## config.mk

```make
export PLATFORM = sky130hd
export DESIGN_NAME = pipeline_hazard_ctrl
export DESIGN_NICKNAME = d
export VERILOG_FILES = /design/src/rtl/hazard_pkg.sv /design/src/rtl/hazard_perf_cnt.sv /design/src/rtl/pipeline_hazard_ctrl.sv
export SDC_FILE = /design/constraint.sdc
export NUM_CORES = 1
export LEC_CHECK = 0
export CORE_ASPECT_RATIO = 1.1
export CORE_MARGIN = 1.5
export CORE_UTILIZATION = 40
export CTS_BUF_LIST = sky130_fd_sc_hd__clkbuf_4
export DETAILED_ROUTE_END_ITERATION = 10
export PLACE_DENSITY = 0.83
export SLEW_MARGIN = 20
export SYNTH_ARGS = -nofsm -noshare
export SYNTH_HDL_FRONTEND = slang
export SYNTH_SLANG_ARGS = --single-unit
```

## constraint.sdc

```tcl
create_clock -name clk -period 1.65 [get_ports clk]
set_clock_uncertainty 0.1 [all_clocks]
set_input_delay 0.165 -clock clk [delete_from_list [all_inputs] [get_ports clk]]
set_output_delay 0.165 -clock clk [all_outputs]
set_load 0.02 [all_outputs]
```

## src/rtl/hazard_pkg.sv

```systemverilog
// hazard_pkg: shared encodings for the pipeline hazard controller.
//   FS_RUN / FS_STALL / FS_FLUSH : per-register flush_and_stall codes
//                                  (bit0 = stall, bit1 = flush)
//   hz_state_t                   : controller FSM states
//   load_use()                   : load-use hazard detector
package hazard_pkg;

  localparam logic [1:0] FS_RUN   = 2'b00;
  localparam logic [1:0] FS_STALL = 2'b01;
  localparam logic [1:0] FS_FLUSH = 2'b10;

  typedef enum logic {
    RUN      = 1'b0,
    REDIRECT = 1'b1
  } hz_state_t;

  // x0 is hardwired to zero, so a load "to x0" never creates a dependency.
  function automatic logic load_use(input logic       memread,
                                    input logic [4:0] rd,
                                    input logic [4:0] rs1,
                                    input logic [4:0] rs2);
    return memread && (rd != 5'd0) && ((rd == rs1) || (rd == rs2));
  endfunction

endpackage

```

## src/rtl/hazard_perf_cnt.sv

```systemverilog
// hazard_perf_cnt: free-running performance counters for the hazard controller.
// Ports:
//   clk, reset         : clock, asynchronous active-high reset
//   stall_i            : PC stalled this cycle
//   flush_i            : EX/MEM flushed this cycle
//   stall_cycles_o     : count of stalled cycles (wraps mod 2^32)
//   flushes_o          : count of EX/MEM flush cycles (wraps mod 2^32)
module hazard_perf_cnt (
  input  logic        clk,
  input  logic        reset,
  input  logic        stall_i,
  input  logic        flush_i,
  output logic [31:0] stall_cycles_o,
  output logic [31:0] flushes_o
);

  logic [31:0] stall_q, stall_d;
  logic [31:0] flush_q, flush_d;

  always_comb begin
    stall_d = stall_q + (stall_i ? 32'd1 : 32'd0);
    flush_d = flush_q + (flush_i ? 32'd1 : 32'd0);
  end

  always_ff @(posedge clk or posedge reset) begin
    if (reset) begin
      stall_q <= 32'd0;
      flush_q <= 32'd0;
    end else begin
      stall_q <= stall_d;
      flush_q <= flush_d;
    end
  end

  assign stall_cycles_o = stall_q;
  assign flushes_o      = flush_q;

endmodule

```

## src/rtl/pipeline_hazard_ctrl.sv

```systemverilog
// pipeline_hazard_ctrl: central hazard controller for the 5-stage RISC-V pipeline.
// Resolves load-use hazards, MEM-stage branch redirects and instruction/data
// bus wait states. A redirect that arrives while a fetch is outstanding is
// parked in tgt_q (REDIRECT state) until the fetch completes.
// Ports:
//   clk, reset                  : clock, asynchronous active-high reset
//   if_busy, mem_busy           : instruction / data bus wait states
//   id_rs1_addr, id_rs2_addr    : sources of the instruction in ID
//   ex_memread, ex_rd_addr      : load flag and destination of the instruction in EX
//   branch_taken, branch_target : taken branch resolved in MEM and its target
//   pc_stall, pc_sel, pc_target : PC hold / redirect control
//   ifid_fs .. memwb_fs         : per pipeline register control (bit0 stall, bit1 flush)
// Optional: define HAZARD_PERF_CNT_EN to add perf_stall_cycles / perf_flushes.
module pipeline_hazard_ctrl
  import hazard_pkg::*;
#(
  parameter int ADDR_WIDTH = 32
) (
  input  logic                  clk,
  input  logic                  reset,
  input  logic                  if_busy,
  input  logic                  mem_busy,
  input  logic [4:0]            id_rs1_addr,
  input  logic [4:0]            id_rs2_addr,
  input  logic                  ex_memread,
  input  logic [4:0]            ex_rd_addr,
  input  logic                  branch_taken,
  input  logic [ADDR_WIDTH-1:0] branch_target,
  output logic                  pc_stall,
  output logic                  pc_sel,
  output logic [ADDR_WIDTH-1:0] pc_target,
  output logic [1:0]            ifid_fs,
  output logic [1:0]            idex_fs,
  output logic [1:0]            exmem_fs,
  output logic [1:0]            memwb_fs
`ifdef HAZARD_PERF_CNT_EN
  ,
  output logic [31:0]           perf_stall_cycles,
  output logic [31:0]           perf_flushes
`endif
);

  hz_state_t             state_q, state_d;
  logic [ADDR_WIDTH-1:0] tgt_q, tgt_d;
  logic                  lu;

  assign lu = load_use(ex_memread, ex_rd_addr, id_rs1_addr, id_rs2_addr);

  always_comb begin
    state_d   = state_q;
    tgt_d     = tgt_q;
    pc_stall  = 1'b0;
    pc_sel    = 1'b0;
    pc_target = (state_q == REDIRECT) ? tgt_q : branch_target;
    ifid_fs   = FS_RUN;
    idex_fs   = FS_RUN;
    exmem_fs  = FS_RUN;
    memwb_fs  = FS_RUN;

    if (reset) begin
      // Outputs follow reset immediately, independent of the clock.
      state_d   = RUN;
      tgt_d     = '0;
      pc_stall  = 1'b1;
      pc_target = '0;
      ifid_fs   = FS_FLUSH;
      idex_fs   = FS_FLUSH;
      exmem_fs  = FS_FLUSH;
      memwb_fs  = FS_FLUSH;
    end else if (state_q == RUN) begin
      if (mem_busy) begin
        // A pending branch waits here too: EX/MEM is held, so branch_taken
        // stays asserted until the data access completes.
        pc_stall = 1'b1;
        ifid_fs  = FS_STALL;
        idex_fs  = FS_STALL;
        exmem_fs = FS_STALL;
        memwb_fs = FS_FLUSH;
      end else if (branch_taken) begin
        ifid_fs  = FS_FLUSH;
        idex_fs  = FS_FLUSH;
        exmem_fs = FS_FLUSH;
        if (!if_busy) begin
          pc_sel = 1'b1;
        end else begin
          // Fetch still in flight: the PC cannot be reloaded yet, park target.
          pc_stall = 1'b1;
          tgt_d    = branch_target;
          state_d  = REDIRECT;
        end
      end else if (lu) begin
        pc_stall = 1'b1;
        ifid_fs  = FS_STALL;
        idex_fs  = FS_FLUSH;
      end else if (if_busy) begin
        pc_stall = 1'b1;
        ifid_fs  = FS_FLUSH;
      end
    end else begin
      // REDIRECT: older stages are already flushed, so branch_taken and lu
      // are ignored; every fetch returning now is wrong-path.
      ifid_fs = FS_FLUSH;
      if (mem_busy) begin
        pc_stall = 1'b1;
        idex_fs  = FS_STALL;
        exmem_fs = FS_STALL;
        memwb_fs = FS_FLUSH;
      end else if (if_busy) begin
        pc_stall = 1'b1;
      end else begin
        pc_sel  = 1'b1;
        state_d = RUN;
      end
    end
  end

  always_ff @(posedge clk or posedge reset) begin
    if (reset) begin
      state_q <= RUN;
      tgt_q   <= '0;
    end else begin
      state_q <= state_d;
      tgt_q   <= tgt_d;
    end
  end

`ifdef HAZARD_PERF_CNT_EN
  hazard_perf_cnt u_perf (
    .clk            (clk),
    .reset          (reset),
    .stall_i        (pc_stall),
    .flush_i        (exmem_fs == FS_FLUSH),
    .stall_cycles_o (perf_stall_cycles),
    .flushes_o      (perf_flushes)
  );
`endif

endmodule

```

==> out/qor.txt <==
layout cell share with drive strength beyond 1: 25.3%
Layout Area Growth over Synthesis: 60.4%
Seq pwr share: 44.1%
Remaining DRCs: 0
RSZ-0062 raised after global routing: yes
initial antenna violation count: 0
Via density: 4.98
Final Hold Fails: 0
dominant cell type by area after synthesis: dfrtp_1
synth warn: 0
synth top area cells: dfrtp_1 (41%), mux2i_1 (16%), nand2_1 (12%)
post-synth top area share: 40.8%
Die Y: 77.6 µm
Max Buffers Root-to-Sink: 2
Worst-Margin Slew: 687 ps
DIE WIDTH: 70.8 µm
maximum vdd drop: 0.404 mV
failing checks: setup timing
Setup crit end kind: primary output
die footprint: 5490 µm²
Non-Filler Instances: 420
f_max: 0.545 GHz
Pins Over Slew Limit: 0
Crit Path Max Fanout: 13
Clock Power Share: 21.6%
RePlAce Congestion: 0.812
nets: 416
CTS tree: built
Worst Path Arrival: 1570 ps
Post-Place Cells: 399
clk root buf: clkbuf_4
dpl hpwl: 3560 µm
final setup violating endpoints: 34
vias in the first global route: 1922
final critical-path share of the clock period: 111%
global-route wire length before repair: 8850 µm
I/O Pins: 95
CTS Buf Count: 5
Mapped Area: 2020 µm²
switching power: 666 µW
WP data required: 1380 ps
net switching fraction of the power: 32.1%
core area: 4750 µm²
Syn Nets: 306
ANT cells: 0
pin count of the biggest net entering global routing: 66
H-tree lvl count: 2
Iter 0 DRT Violations: 75
Max-cap violations: 0
crit start category: register
Comb power frac: 34.3%
status: finished, violations left
Static Leak: 1.54 nW
Cell variety after synth: 23
Avg WL per Cell: 13.5 µm
power density over the cells: 639 nW/µm²
Initial Util: 42.6%
antenna-violating nets left: 0
Int Power: 1.41 mW
slew margin rel.: 54.2%
Worst-path clk slew: 100 ps
Finished Core Util: 68.3%
remaining global-route overflow: 0
gr usage total: 19.8%
Sink Count: 33
FILL cells: 406
IO Port Bufs: 93
Avg Cell Area, Syn: 7.99 µm²
via count: 2092
fin worst setup slack: -186 ps
register area share after synthesis: 40.8%
Mapped Cells: 253
Crit Path Class: register to primary output
post-route cell area: 3240 µm²
hold_buf cts: 0
final wirelength: 5680 µm
most frequent cells in the layout: nand2_1 (66), nor2_1 (38), clkdlybuf4s50_1 (37)
min Tclk post-route: 1840 ps
Place WS: -775 ps
Hold Path Class: primary input to register
placed instance area: 3090 µm²
Seq cells post-synth: 33
num rows: 26
commonest non-fill, non-tap cell in the layout: nand2_1
clock latency on the worst-skew pair: 320 ps
iteration count of the initial detailed-routing pass: 4
-- registers in the layout, summed over array words and instances (netlist names) --
register,cells
state_q,1
tgt_q,32
-- metal layers --
metal / routed length, µm / global-route usage [%] / share of wire [%] / vias to the layer above
li1: - / - / - / 1052
met1: 2450 / 25.1 / 43 / 962
met2: 2810 / 33.6 / 49 / 69
met3: 336 / 4.81 / 5.9 / 9
met4: 83 / 5.66 / 1.5 / 0
met5: 0 / 0 / 0 / -
-- logic make-up after synthesis --
logic type      synth area share, %
buf+inv                        5.07
simple gates                   21.5
compound gates                 12.2
flops                          40.8
mux                            15.8
other cells                   0.185
xor+xnor                       4.33
-- Yosys cell counts --
library cell	n
a22oi_1	1
or3_2	1
o21ai_2	1
conb_1	1
clkinv_1	1
clkbuf_1	5
a31oi_4	1
a21oi_1	2
nor3_1	3
buf_4	2
o21ai_0	30
xor2_1	10
buf_2	10
o41ai_1	1
buf_1	2
o21a_1	2
inv_1	2
dfrtp_1	33
o21ai_1	5
mux2i_1	32
nor2_1	40
nand2_1	66
or4_1	2
-- path summary, 6_finish.rpt --
path | start | cells past startpoint | slack [ps] | end
setup / recovery | state_q$_DFF_PP0_ | 6 | -190 | idex_fs[1]
hold / removal | branch_target[15] | 3 | 300 | tgt_q[15]$_DFFE_PP0P_
setup reg to reg | state_q$_DFF_PP0_ | 7 | 50 | tgt_q[22]$_DFFE_PP0P_
hold reg to reg | tgt_q[19]$_DFFE_PP0P_ | 2 | 390 | tgt_q[19]$_DFFE_PP0P_
max in group asynchronous | reset | 4 | 620 | state_q$_DFF_PP0_
min in group asynchronous | reset | 4 | 320 | tgt_q[29]$_DFFE_PP0P_
-- power groups by stage --
stage,combinational [mW],clock [mW],sequential (mW)
2_1_floorplan,0.341,0,0.917
3_3_place_gp,0.669,0,0.924
3_5_place_dp,0.680,0,0.927
4_1_cts,0.671,0.465,0.913
5_1_grt,0.770,0.509,0.921
6_report,0.712,0.448,0.914
-- final cells by class --
type,instances,area [µm²],area share [%]
clock buffers,6,45.0,1.39
clock inverters,2,10.0,0.309
inverters,3,11.3,0.347
multi-input cells,198,1150,35.5
flip-flops and latches,33,827,25.5
well taps,56,70.1,2.16
repair buffers,122,1130,34.8
-- metrics by stage --
stage	hold slack, ps	TNS, ps	power, mW
detailed placement	375	-25050	1.61
global placement	364	-23620	1.59
global route	291	-4730	2.20
CTS	226	-2720	2.05
finish	304	-1710	2.07
floorplan	201	0	1.26
-- worst max-delay path: stages (launching register included) --
cell,delay (ps)
dfrtp_2,450
buf_12,170
nor2_4,50
a21oi_2,200
buf_4,160
o41ai_4,60
buf_4,170
-- what timing repair did --
| item | CTS | global route |
|---|---|---|
| endpoints found under the setup margin | 50 | 69 |
| pin swaps | 5 | 2 |
| resized for setup | 164 | 60 |
| gates cloned | 2 | 0 |
| buffers inserted | 1 | 10 |
| hold endpoints to repair | 0 | 0 |
Note: power is estimated with default switching activity, not from simulation.
